## config.mk

```make
export PLATFORM = sky130hd
export DESIGN_NAME = rs485_tx_sched
export DESIGN_NICKNAME = d
export VERILOG_FILES = /design/src/rtl/rs485_pkg.sv /design/src/rtl/rs485_cksum8.sv /design/src/rtl/rs485_tx_sched.sv
export SDC_FILE = /design/constraint.sdc
export NUM_CORES = 1
export LEC_CHECK = 0
export BUFFER_PORTS_ARGS = -buffer_cell sky130_fd_sc_hd__buf_2
export CAP_MARGIN = 20
export CORE_ASPECT_RATIO = 0.75
export CORE_UTILIZATION = 44
export DETAILED_ROUTE_END_ITERATION = 6
export PLACE_DENSITY = 0.71
export SLEW_MARGIN = 5
export SYNTH_ARGS = -nofsm -noshare
export SYNTH_HDL_FRONTEND = slang
export SYNTH_HIERARCHICAL = 1
export SYNTH_SLANG_ARGS = --single-unit
```

## constraint.sdc

```tcl
create_clock -name clk -period 2.1 [get_ports clk]
set_input_delay 0.105 -clock clk [delete_from_list [all_inputs] [get_ports clk]]
set_output_delay 0.105 -clock clk [all_outputs]
set_load 0.005 [all_outputs]
```

## src/rtl/rs485_pkg.sv

```systemverilog
// rs485_pkg: shared state encoding and timing constants for the RS485 reply scheduler.
// Rev 1.0
`default_nettype none

package rs485_pkg;

   typedef enum logic [3:0] {
      S_IDLE   = 4'd0,
      S_RXEND  = 4'd1,
      S_PAUSE  = 4'd2,
      S_SETUP  = 4'd3,
      S_LOAD   = 4'd4,
      S_ISSUE  = 4'd5,
      S_WAITLO = 4'd6,
      S_WAITHI = 4'd7,
      S_GUARD  = 4'd8
   } state_t;

   localparam logic [7:0] REQ_CODE_DEF = 8'd66;

   // UART TX must drop txReady within this many clocks of txStart, else the start is re-sent
   localparam int RETRY_CLKS = 2;

endpackage

`default_nettype wire

```

## src/rtl/rs485_cksum8.sv

```systemverilog
// rs485_cksum8: mod-256 running sum of frame payload bytes.
// Rev 1.0
`default_nettype none

module rs485_cksum8 (
   input  logic       clk,
   input  logic       nRST,
   input  logic       clear,
   input  logic       add_en,
   input  logic [7:0] din,
   output logic [7:0] sum
);

   always_ff @(posedge clk) begin
      if (!nRST) begin
         sum <= 8'd0;
      end else if (clear) begin
         sum <= 8'd0;
      end else if (add_en) begin
         sum <= sum + din;
      end
   end

endmodule

`default_nettype wire

```

## src/rtl/rs485_tx_sched.sv

```systemverilog
// rs485_tx_sched: half-duplex RS485 reply scheduler (request detect, turnaround pause, framed reply, guard).
// Rev 1.0. Optional trailing checksum byte: define RS485_CKSUM_EN.
`default_nettype none

module rs485_tx_sched
   import rs485_pkg::*;
#(
   parameter logic [7:0] REQ_CODE   = REQ_CODE_DEF,
   parameter int         PAUSE_CLKS = 200,
   parameter int         SETUP_CLKS = 4,
   parameter int         GUARD_CLKS = 16,
   parameter int         FRAME_LEN  = 8
) (
   input  logic       clk,
   input  logic       nRST,
   input  logic       rValid,
   input  logic [7:0] rxData,
   input  logic       txReady,
   output logic       txStart,
   output logic [7:0] txData,
   output logic [7:0] rdAddr,
   input  logic [7:0] rdData,
   output logic       dirTX,
   output logic       busy,
   output logic       frameDone,
   output logic       errAbort
);

   localparam logic [15:0] PAUSE_LAST = 16'(PAUSE_CLKS - 1);
   localparam logic [7:0]  SETUP_LAST = 8'(SETUP_CLKS - 1);
   localparam logic [7:0]  GUARD_LAST = 8'(GUARD_CLKS - 1);
   localparam logic [7:0]  FRAME_LAST = 8'(FRAME_LEN - 1);
   localparam logic [1:0]  RETRY_LAST = 2'(RETRY_CLKS - 1);

   state_t      state;
   logic [15:0] pause_cnt;
   logic [7:0]  setup_cnt;
   logic [7:0]  guard_cnt;
   logic [7:0]  byte_idx;
   logic [1:0]  retry_cnt;

`ifdef RS485_CKSUM_EN
   logic [7:0] cksum;
   logic       ck_phase;

   rs485_cksum8 u_cksum (
      .clk    (clk),
      .nRST   (nRST),
      .clear  (state == S_SETUP),
      .add_en (state == S_LOAD),
      .din    (rdData),
      .sum    (cksum)
   );
`endif

   always_ff @(posedge clk) begin
      if (!nRST) begin
         state     <= S_IDLE;
         pause_cnt <= 16'd0;
         setup_cnt <= 8'd0;
         guard_cnt <= 8'd0;
         byte_idx  <= 8'd0;
         retry_cnt <= 2'd0;
         txStart   <= 1'b0;
         txData    <= 8'd0;
         rdAddr    <= 8'd0;
         dirTX     <= 1'b0;
         busy      <= 1'b0;
         frameDone <= 1'b0;
         errAbort  <= 1'b0;
`ifdef RS485_CKSUM_EN
         ck_phase  <= 1'b0;
`endif
      end else begin
         txStart   <= 1'b0;
         frameDone <= 1'b0;
         errAbort  <= 1'b0;
         case (state)
            S_IDLE: begin
               if (rValid && (rxData == REQ_CODE)) begin
                  state <= S_RXEND;
                  busy  <= 1'b1;
               end
            end
            S_RXEND: begin
               if (!rValid) begin
                  state     <= S_PAUSE;
                  pause_cnt <= 16'd0;
               end
            end
            S_PAUSE: begin
               // Another master talking inside our turnaround: back off and wait for it to finish
               if (rValid) begin
                  errAbort <= 1'b1;
                  state    <= S_RXEND;
               end else if (pause_cnt == PAUSE_LAST) begin
                  state     <= S_SETUP;
                  dirTX     <= 1'b1;
                  setup_cnt <= 8'd0;
                  byte_idx  <= 8'd0;
                  rdAddr    <= 8'd0;
`ifdef RS485_CKSUM_EN
                  ck_phase  <= 1'b0;
`endif
               end else begin
                  pause_cnt <= pause_cnt + 16'd1;
               end
            end
            S_SETUP: begin
               if (setup_cnt == SETUP_LAST) begin
                  state <= S_LOAD;
               end else begin
                  setup_cnt <= setup_cnt + 8'd1;
               end
            end
            S_LOAD: begin
               txData <= rdData;
               state  <= S_ISSUE;
            end
            S_ISSUE: begin
               if (txReady) begin
                  txStart   <= 1'b1;
                  retry_cnt <= 2'd0;
                  state     <= S_WAITLO;
               end
            end
            S_WAITLO: begin
               if (!txReady) begin
                  state <= S_WAITHI;
               end else if (retry_cnt == RETRY_LAST) begin
                  txStart   <= 1'b1;
                  retry_cnt <= 2'd0;
               end else begin
                  retry_cnt <= retry_cnt + 2'd1;
               end
            end
            S_WAITHI: begin
               if (txReady) begin
`ifdef RS485_CKSUM_EN
                  if (ck_phase) begin
                     state     <= S_GUARD;
                     guard_cnt <= 8'd0;
                  end else if (byte_idx == FRAME_LAST) begin
                     ck_phase <= 1'b1;
                     txData   <= cksum;
                     state    <= S_ISSUE;
                  end else begin
                     byte_idx <= byte_idx + 8'd1;
                     rdAddr   <= rdAddr + 8'd1;
                     state    <= S_LOAD;
                  end
`else
                  if (byte_idx == FRAME_LAST) begin
                     state     <= S_GUARD;
                     guard_cnt <= 8'd0;
                  end else begin
                     byte_idx <= byte_idx + 8'd1;
                     rdAddr   <= rdAddr + 8'd1;
                     state    <= S_LOAD;
                  end
`endif
               end
            end
            S_GUARD: begin
               if (guard_cnt == GUARD_LAST) begin
                  dirTX     <= 1'b0;
                  busy      <= 1'b0;
                  frameDone <= 1'b1;
                  state     <= S_IDLE;
               end else begin
                  guard_cnt <= guard_cnt + 8'd1;
               end
            end
            default: begin
               state <= S_IDLE;
               busy  <= 1'b0;
               dirTX <= 1'b0;
            end
         endcase
      end
   end

endmodule

`default_nettype wire
```

# Word level (Yosys, flattened, before mapping)

Cells that the tools add are included.

Add/sub/neg operators: 6
Eq/ne operators: 30
Muxes and demuxes: 45
Bitwise operators: 2
Reduce and logical (&&, ||, !) cells: 19

Operators by type and width:

| cell                                                              | number |
|---|---|
| 8-bit two-way mux                                                 | 10 |
| 8-bit one-hot mux with 2 select lines                             | 4 |
| 16-bit two-way mux                                                | 3 |
| 4-bit two-way mux                                                 | 10 |
| 4-bit one-hot mux with 9 select lines                             | 1 |
| 8-bit by 1-bit adder with 8-bit output (second input constant)    | 4 |
| 16-bit one-hot mux with 2 select lines                            | 1 |
| 2-bit inequality test (second input constant)                     | 15 |
| 16-bit by 1-bit adder with 16-bit output (second input constant)  | 1 |
| 16-bit by 8-bit == test with 1-bit output (second input constant) | 1 |
| 4-bit by 3-bit == test with 1-bit output (second input constant)  | 4 |
| 4-bit AND reduction                                               | 4 |
| 7-bit OR reduction                                                | 2 |
| 2-bit nonzero test                                                | 5 |
| 1-bit two-way mux                                                 | 9 |
| 4-bit by 2-bit == test with 1-bit output (second input constant)  | 2 |
| 8-bit by 2-bit == test with 1-bit output (second input constant)  | 1 |
| 8-bit by 3-bit == test with 1-bit output (second input constant)  | 1 |
| 8-bit by 4-bit == test with 1-bit output (second input constant)  | 1 |
| 8-bit by 7-bit == test with 1-bit output (second input constant)  | 1 |
| 8-bit AND reduction                                               | 1 |
| 2-bit two-way mux                                                 | 3 |
| 1-bit one-hot mux with 3 select lines                             | 2 |
| 3-bit AND reduction                                               | 2 |
| other kinds (12)                                                  | 14 |

Flip-flop bits (word level): 67
Input bits: 20
Output and inout bits: 21
Logic and storage cells: 115

# Logic depth before layout (Yosys ltp)

Gate-level depths: netlist (run 1).

Depth in word-level cells: 4
Gate-level depth with buffers: 9
Depth with buffers taken out: 6

# Worst setup path before layout (run 1)

No wires, ideal clock.

Path type: reg2reg
From: register setup_cnt[0]
To: register setup_cnt[6]
Library setup time: 0.071 ns
Arrival time: 1.955 ns
Required time: 2.029 ns
Slack: 0.074 ns
Cell stages (with the launch flop): 8
Path buffers: 1
Period minus slack after synthesis: 2.026 ns
Cell sequence: dfxtp_1 > ha_1 > nor4b_1 > a2111oi_0 > a21oi_2 > buf_6 > or3_1 > a21oi_1

Longest elaborated chain between the ends: 3
Elaborated cells on any way between the ends: 6
Those cells by class: add/sub (1); eq/ne (2); mux (2); reduce/logical (1)

Ends and longest elaborated chain:

| item                                                                                               | line                                         | RTL |
|---|---|---|
| start: declaration                                                                                 | rs485_tx_sched.sv:37                         | `logic [7:0] setup_cnt;` |
| start signal: assignment                                                                           | rs485_tx_sched.sv:113                        | `setup_cnt <= setup_cnt + 8'd1;` |
| 8-bit by 1-bit adder with 8-bit output or 8-bit by 2-bit == test with 1-bit output (tied branches) | rs485_tx_sched.sv:113, rs485_tx_sched.sv:110 |  |
| 8-bit two-way mux or 2-bit inequality test (tied branches)                                         | n/a                                          |  |
| 8-bit one-hot mux with 2 select lines or 4-bit AND reduction (tied branches)                       | n/a                                          |  |

Parallel ways exist; a longest one is shown, timed or not. The select of a mux whose other input is x is not followed.
A chain may end at the register's enable or synchronous reset.

# Worst setup path after layout (run 1)

From: register setup_cnt[1]
To: register setup_cnt[1]

The elaborated chain is that of the path after synthesis.

==> results of run 1 <==
## worst reg2reg max path: cells and delay by family (launching register included)
| kind | cells | cell delay, ps |
|---|---|---|
| AOI/OAI and AO/OA | 2 | 450 |
| adders and majority gates | 1 | 230 |
| buffers and inverters | 1 | 190 |
| DFF | 1 | 380 |
| muxes | 1 | 170 |
| and+or+nand+nor | 2 | 460 |
## state kept, by name, indices dropped and copies added, names as in the netlist
signal and cells:
frameDone 1, guard_cnt 8, txStart 1, state 4
retry_cnt 2, byte_idx 8, setup_cnt 8, txData 8
busy 1, rdAddr 8, errAbort 1, pause_cnt 16
dirTX 1
## per-layer routing
metal,vias to the layer above,part of all wire [%],GRT usage [%]
met5,-,0,0
met4,0,1.1,6.81
met3,9,6.1,5.29
met2,88,44,33.3
met1,1431,48,29.2
li1,1567,-,-
## cells by family (layout without fill, tap and decap cells)
family	after synthesis	in the layout	synth area share, %
AOI/OAI and AO/OA	96	97	18.8
xor gates and xnor gates	16	16	4.28
adders and majority gates	5	5	1.91
buffers and inverters	24	93	3.90
DFF	67	67	40.9
muxes	2	2	0.611
and+or+nand+nor	182	182	29.6
## worst paths after layout
check,startpoint,to,slack [ps],cells after the start
max,setup_cnt[1],setup_cnt[1],110,7
min,rdData[1],txData[1],40,3
max reg2reg,setup_cnt[1],setup_cnt[1],110,7
min reg2reg,retry_cnt[1],retry_cnt[1],440,2
## layout make-up
type | count | area, um2 | area share [%]
repair buffers | 70 | 443 | 11.2
multi-input cells | 302 | 1860 | 46.8
clock inverters | 6 | 41.3 | 1.04
inverters | 7 | 26.3 | 0.662
flip-flops and latches | 67 | 1340 | 33.8
clock buffers | 10 | 138 | 3.47
well taps | 98 | 123 | 3.09
## metrics by stage
stage	power (mW)	utilization, %	hold slack [ps]
after CTS	2.73	56.1	1.95
after global placement	1.74	52.3	345
after floorplan	1.63	-	241
after global routing	2.85	56.8	51.7
after detailed placement	1.75	52.3	356
final	2.72	56.8	41.1
## repair_timing
item                                    4_1_cts  5_1_grt
hold endpoints to repair                      7        0
gates resized for setup                       2        8
cloned                                        1        0
hold buffers                                  7        0
setup buffers                                 1        1
endpoints found under the setup margin        8       37
pin swaps                                     0        1
## where the power goes
part	switching [mW]	internal, mW	total (mW)
logic	0.239	0.189	0.428
registers	0.0276	1.29	1.32
clock network	0.517	0.457	0.974
## cells in the final DEF, fill, tap and decap left out, types with 6 or more instances in the layout
cell,netlist,routed
dfxtp_1,67,66
nand2_1,40,40
buf_2,3,40
a21oi_1,35,36
nor2_1,37,36
o21ai_0,25,25
buf_4,1,23
nand3_1,20,20
and3_1,14,14
or3_1,12,12
xor2_1,12,12
nor3_1,10,10
clkbuf_8,0,10
nand4_1,9,9
inv_1,7,7
and2_1,7,7
dlygate4sd3_1,0,7
o221a_2,6,6
==> qor.txt, run 1 <==
Starting Density: 46.8%
Cell area power density: 686 nW/um2
Routed vias/inst: 5.53
Synthesized netlist cell count: 392
Cells after DPL: 534
GPL Wtd Cong: 0.836
Top post-synthesis cells by area: dfxtp_1 41%, a21oi_1 5.3%, nand2_1 4.6%, nor2_1 4.2%, o21ai_0 3.8%
Gr usage total: 21.5%
Cell row count: 26
Distinct cells, synth: 54
Actual slew at the worst max-slew pin: 512 ps
H-tree Lvls: 3
DRT Wirelength: 7680 um
Worst-Skew Late Latency: 350 ps
ANT cells: 0
Worst path arrival time: 2230 ps
Required time of the critical path: 2340 ps
Setup crit start kind: flip-flop
Pre-CTS setup slack: -149 ps
Synth top cells by count: 67 x dfxtp_1, 40 x nand2_1, 37 x nor2_1
Layout area overhead: 21.2%
Layout cells sized above 1: 21.9%
PortBufs: 40
MaxCap Viol Count: 0
DP HPWL: 5250 um
Placed Area: 3650 um2
Die area: 7800 um2
Setup TNS: 0 ps
Worst IR drop on VDD: 0.000374 V
Vias in the first global route: 2,945
Slowest stage delay, CP: 410 ps
Post-synth net total: 417
Iteration-0 DRC Markers: 180
DIE HEIGHT: 76.7 um
WP buf/inv: 1
First-pass GRT wire length: 13,300 um
Max-slew violations: 0
EDFF count, synth: 0
CTS tree: done
Worst setup path class: reg -> reg
Fin crit share: 94.6%
Syn Std Cell Area: 3280 um2
Tmin final: 1990 ps
Worst Setup End Kind: flip-flop
Total gr overflow: 0
CTS Sinks: 67
Worst rel slew slack: 65.6%
Sequential-to-total area share from yosys stat: 40.9%
Finished Cell Area: 3970 um2
Clk buf depth: 2
Hold Path Class: in -> reg
Crit path cell chain: ha_1 -> nor4b_2 -> a2111oi_4 -> a21oi_2 -> buf_4 -> mux2i_1 -> nor2_1
Crit-path slowest cell: nor4b_2
Die width: 102 um
Top cell type's share of synthesized area: 40.9%
Core area: 6990 um2
Clock root cell: clkbuf_8
Clock slew at reported path FFs: 70 ps
Ys Warns: 6
Worst Skew: 6.35 ps
Run status: completed
# fillers: 668
Syn avg cell area: 8.36 um2
Largest area contributor in the netlist: dfxtp_1
Antenna violations before repair: 0
P_leak: 1.56 nW
Worst-path maximum fanout: 6
Synth async-reset ratio: 0%
Most numerous cell in the Yosys netlist: dfxtp_1
ANT nets after route: 0
DRC viols: 0
Pre-antenna DRT Iters: 4
Final setup viols: 0
WL/cell: 13.7 um
Final-report hold violation count: 0
Num CTS Buffers: 9
Cell Count, Final, Fillers Out: 560
FF+latch count, synth: 67
Synth Flop Type: dfxtp_1
DR vias: 3,095
Largest net degree at the start of global routing: 19
Nets: 482
Top delay family on crit path: simple AND/OR/NAND/NOR gates
Total I/O pin count: 41
FMAX: 503 MHz
Setup WS post-layout: 113 ps
(Power assumes the default switching activity.)
==> run 2: changes to the inputs <==
PLACE_DENSITY = 0.68   (was 0.71)
SYNTH_HIERARCHICAL = unset   (was 1)
clock period = 2.6 ns   (was 2.1 ns; I/O delays follow)
==> run 2 against run 1 <==
  * Sequential power is 17% lower
  * Setup slack improved by 50 ps
  * Clock skew about the same
  * Global-route usage down 1.5 points
  * Largest power group unchanged
==> qor.txt, run 2 <==
Synth Flop Type: dfxtp_1
Post-CTS Setup Repair Bufs: 0
P_leak: 1.45 nW
Top reg by flops: pause_cnt
Total I/O pin count: 41
DRC viols: 0
CTS tree: done
Actual slew at the worst max-slew pin: 837 ps
R2R depth: 6
Hold Startpoint: rdData[4]
WL/cell: 13.3 um
ANT cells: 0
Pre-CTS setup slack: 213 ps
Hold Path End: txData[4]
H-tree Lvls: 3
Largest area contributor in the netlist: dfxtp_1
DR vias: 2,964
Commonest non-fill, non-tap cells in the layout: 67 x dfxtp_1, 40 x nand2_1, 40 x buf_2
Final Util: 53.6%
Ys Warns: 0
Setup TNS: 0 ps
Clock root cell: clkbuf_8
Tmin final: 2440 ps
MaxCap Viol Count: 0
Post-synth net total: 417
DIE HEIGHT: 76.7 um
EDFF count, synth: 0
Multi-input logic area: 1810 um2
Sequential-to-total area share from yosys stat: 40.9%
Die width: 102 um
Syn Std Cell Area: 3280 um2
GPL Wtd Cong: 0.870
R2r endpoint: setup_cnt[5]
Routed vias/inst: 5.55
Pre-antenna DRT Iters: 5
Layout cells sized above 1: 17.2%
Nets: 457
Max reg flops: 16
DRT Wirelength: 7080 um
Setup crit start kind: flip-flop
Commonest non-fill, non-tap cell in the layout: dfxtp_1
Clock slew at reported path FFs: 70 ps
Worst IR drop on VDD: 0.000356 V
Worst Skew: 6.24 ps
Required time of the critical path: 2890 ps
Synthesized netlist cell count: 392
Cell area power density: 590 nW/um2
Worst Setup End Kind: flip-flop
Worst-Skew Late Latency: 350 ps
Final-report hold violation count: 0
Worst rel slew slack: 42.7%
Total gr overflow: 0
Die area: 7800 um2
First-pass GRT wire length: 12,300 um
RSZ-0062 raised after global routing: no
Fin crit share: 93.7%
FF+latch count, synth: 67
Worst flop-to-flop path startpoint: setup_cnt[0]
Seq. cell area: 1340 um2
Iteration-0 DRC Markers: 164
Final setup viols: 0
DP HPWL: 4770 um
Cell row count: 26
Worst setup path class: reg -> reg
Distinct cells, synth: 54
Syn avg cell area: 8.36 um2
Core area: 6990 um2
Setup WS post-layout: 163 ps
# fillers: 620
Starting Density: 46.8%
Worst-path maximum fanout: 14
Synth top cells by count: 67 x dfxtp_1, 40 x nand2_1, 37 x nor2_1
Run status: completed
Top cell type's share of synthesized area: 40.9%
Placed Area: 3530 um2
Finished Cell Area: 3750 um2
Clk buf depth: 2
ANT nets after route: 0
Worst Hold Depth: 3
Vias in the first global route: 2,630
Num CTS Buffers: 9
PortBufs: 40
Synth async-reset ratio: 0%
Hold Path Class: in -> reg
Worst path arrival time: 2730 ps
Most numerous cell in the Yosys netlist: dfxtp_1
Top post-synthesis cells by area: dfxtp_1 41%, a21oi_1 5.3%, nand2_1 4.6%, nor2_1 4.2%, o21ai_0 3.8%
Pwr Total: 2.21 mW
Layout area overhead: 14.4%
FMAX: 410 MHz
Largest net degree at the start of global routing: 25
Reg2reg setup slack: 160 ps
Antenna violations before repair: 0
Max-slew violations: 0
Gr usage total: 20.0%
CTS Sinks: 67
-- run 2: cells by family (layout without fill, tap and decap cells) --
kind of cell / Yosys count / after routing / synth area share [%]
XOR/XNOR: 16 / 16 / 4.28
adder cells (fa/ha/maj): 5 / 5 / 1.91
AO/OA/AOI/OAI: 96 / 96 / 18.8
multiplexers: 2 / 2 / 0.611
buffers and inverters: 24 / 68 / 3.90
AND/OR/NAND/NOR: 182 / 182 / 29.6
flip-flops: 67 / 67 / 40.9
-- run 2: power by group --
group / internal, mW / switching (mW) / total, mW
logic: 0.114 / 0.145 / 0.259
clock network: 0.470 / 0.380 / 0.850
registers: 1.05 / 0.0537 / 1.10
total: 1.63 / 0.578 / 2.21
-- run 2: per-stage QoR --
stage                     hold slack, ps  instances
after global routing                9.78        534
after floorplan                      266        392
after detailed placement             378        517
after global placement               372        517
after CTS                           2.47        534
final                               14.9        534
-- run 2: worst max-delay path, stage by stage, from the launching register on --
cell and delay (ps):
dfxtp_1 350, ha_1 250, nor4b_1 180, a2111oi_0 740, a21oi_2 250, or4_1 530, nand2_1 70
-- run 2: worst max-delay path by stage --
stage / from / endpoint / cells past startpoint
6_report: setup_cnt[0] / setup_cnt[5] / 6
5_1_grt: setup_cnt[0] / setup_cnt[5] / 6
4_1_cts: state[0] / byte_idx[7] / 5
3_5_place_dp: state[0] / rdAddr[3] / 5
3_3_place_gp: state[0] / byte_idx[6] / 5
2_1_floorplan: setup_cnt[0] / setup_cnt[6] / 7
-- run 2: layout make-up --
| class | count | area share [%] |
|---|---|---|
| flip-flops and latches | 67 | 35.8 |
| well taps | 98 | 3.27 |
| repair buffers | 46 | 6.68 |
| multi-input cells | 301 | 48.3 |
| clock buffers | 14 | 5.14 |
| clock inverters | 1 | 0.134 |
| inverters | 7 | 0.701 |
-- run 2: timing repair --
| action | 4_1_cts | 5_1_grt |
|---|---|---|
| hold endpoints to repair | 2 | 0 |
| hold buffers | 2 | 0 |
| resized for setup | 0 | 1 |
| endpoints found under the setup margin | 0 | 11 |
-- run 2: metal layers --
| metal | track usage, % | vias up | share of wire, % |
|---|---|---|---|
| li1 | - | 1511 | - |
| met1 | 28.9 | 1358 | 50 |
| met2 | 28.2 | 83 | 43 |
| met3 | 5.47 | 12 | 6.0 |
| met4 | 6.96 | 0 | 1.3 |
| met5 | 0 | - | 0 |
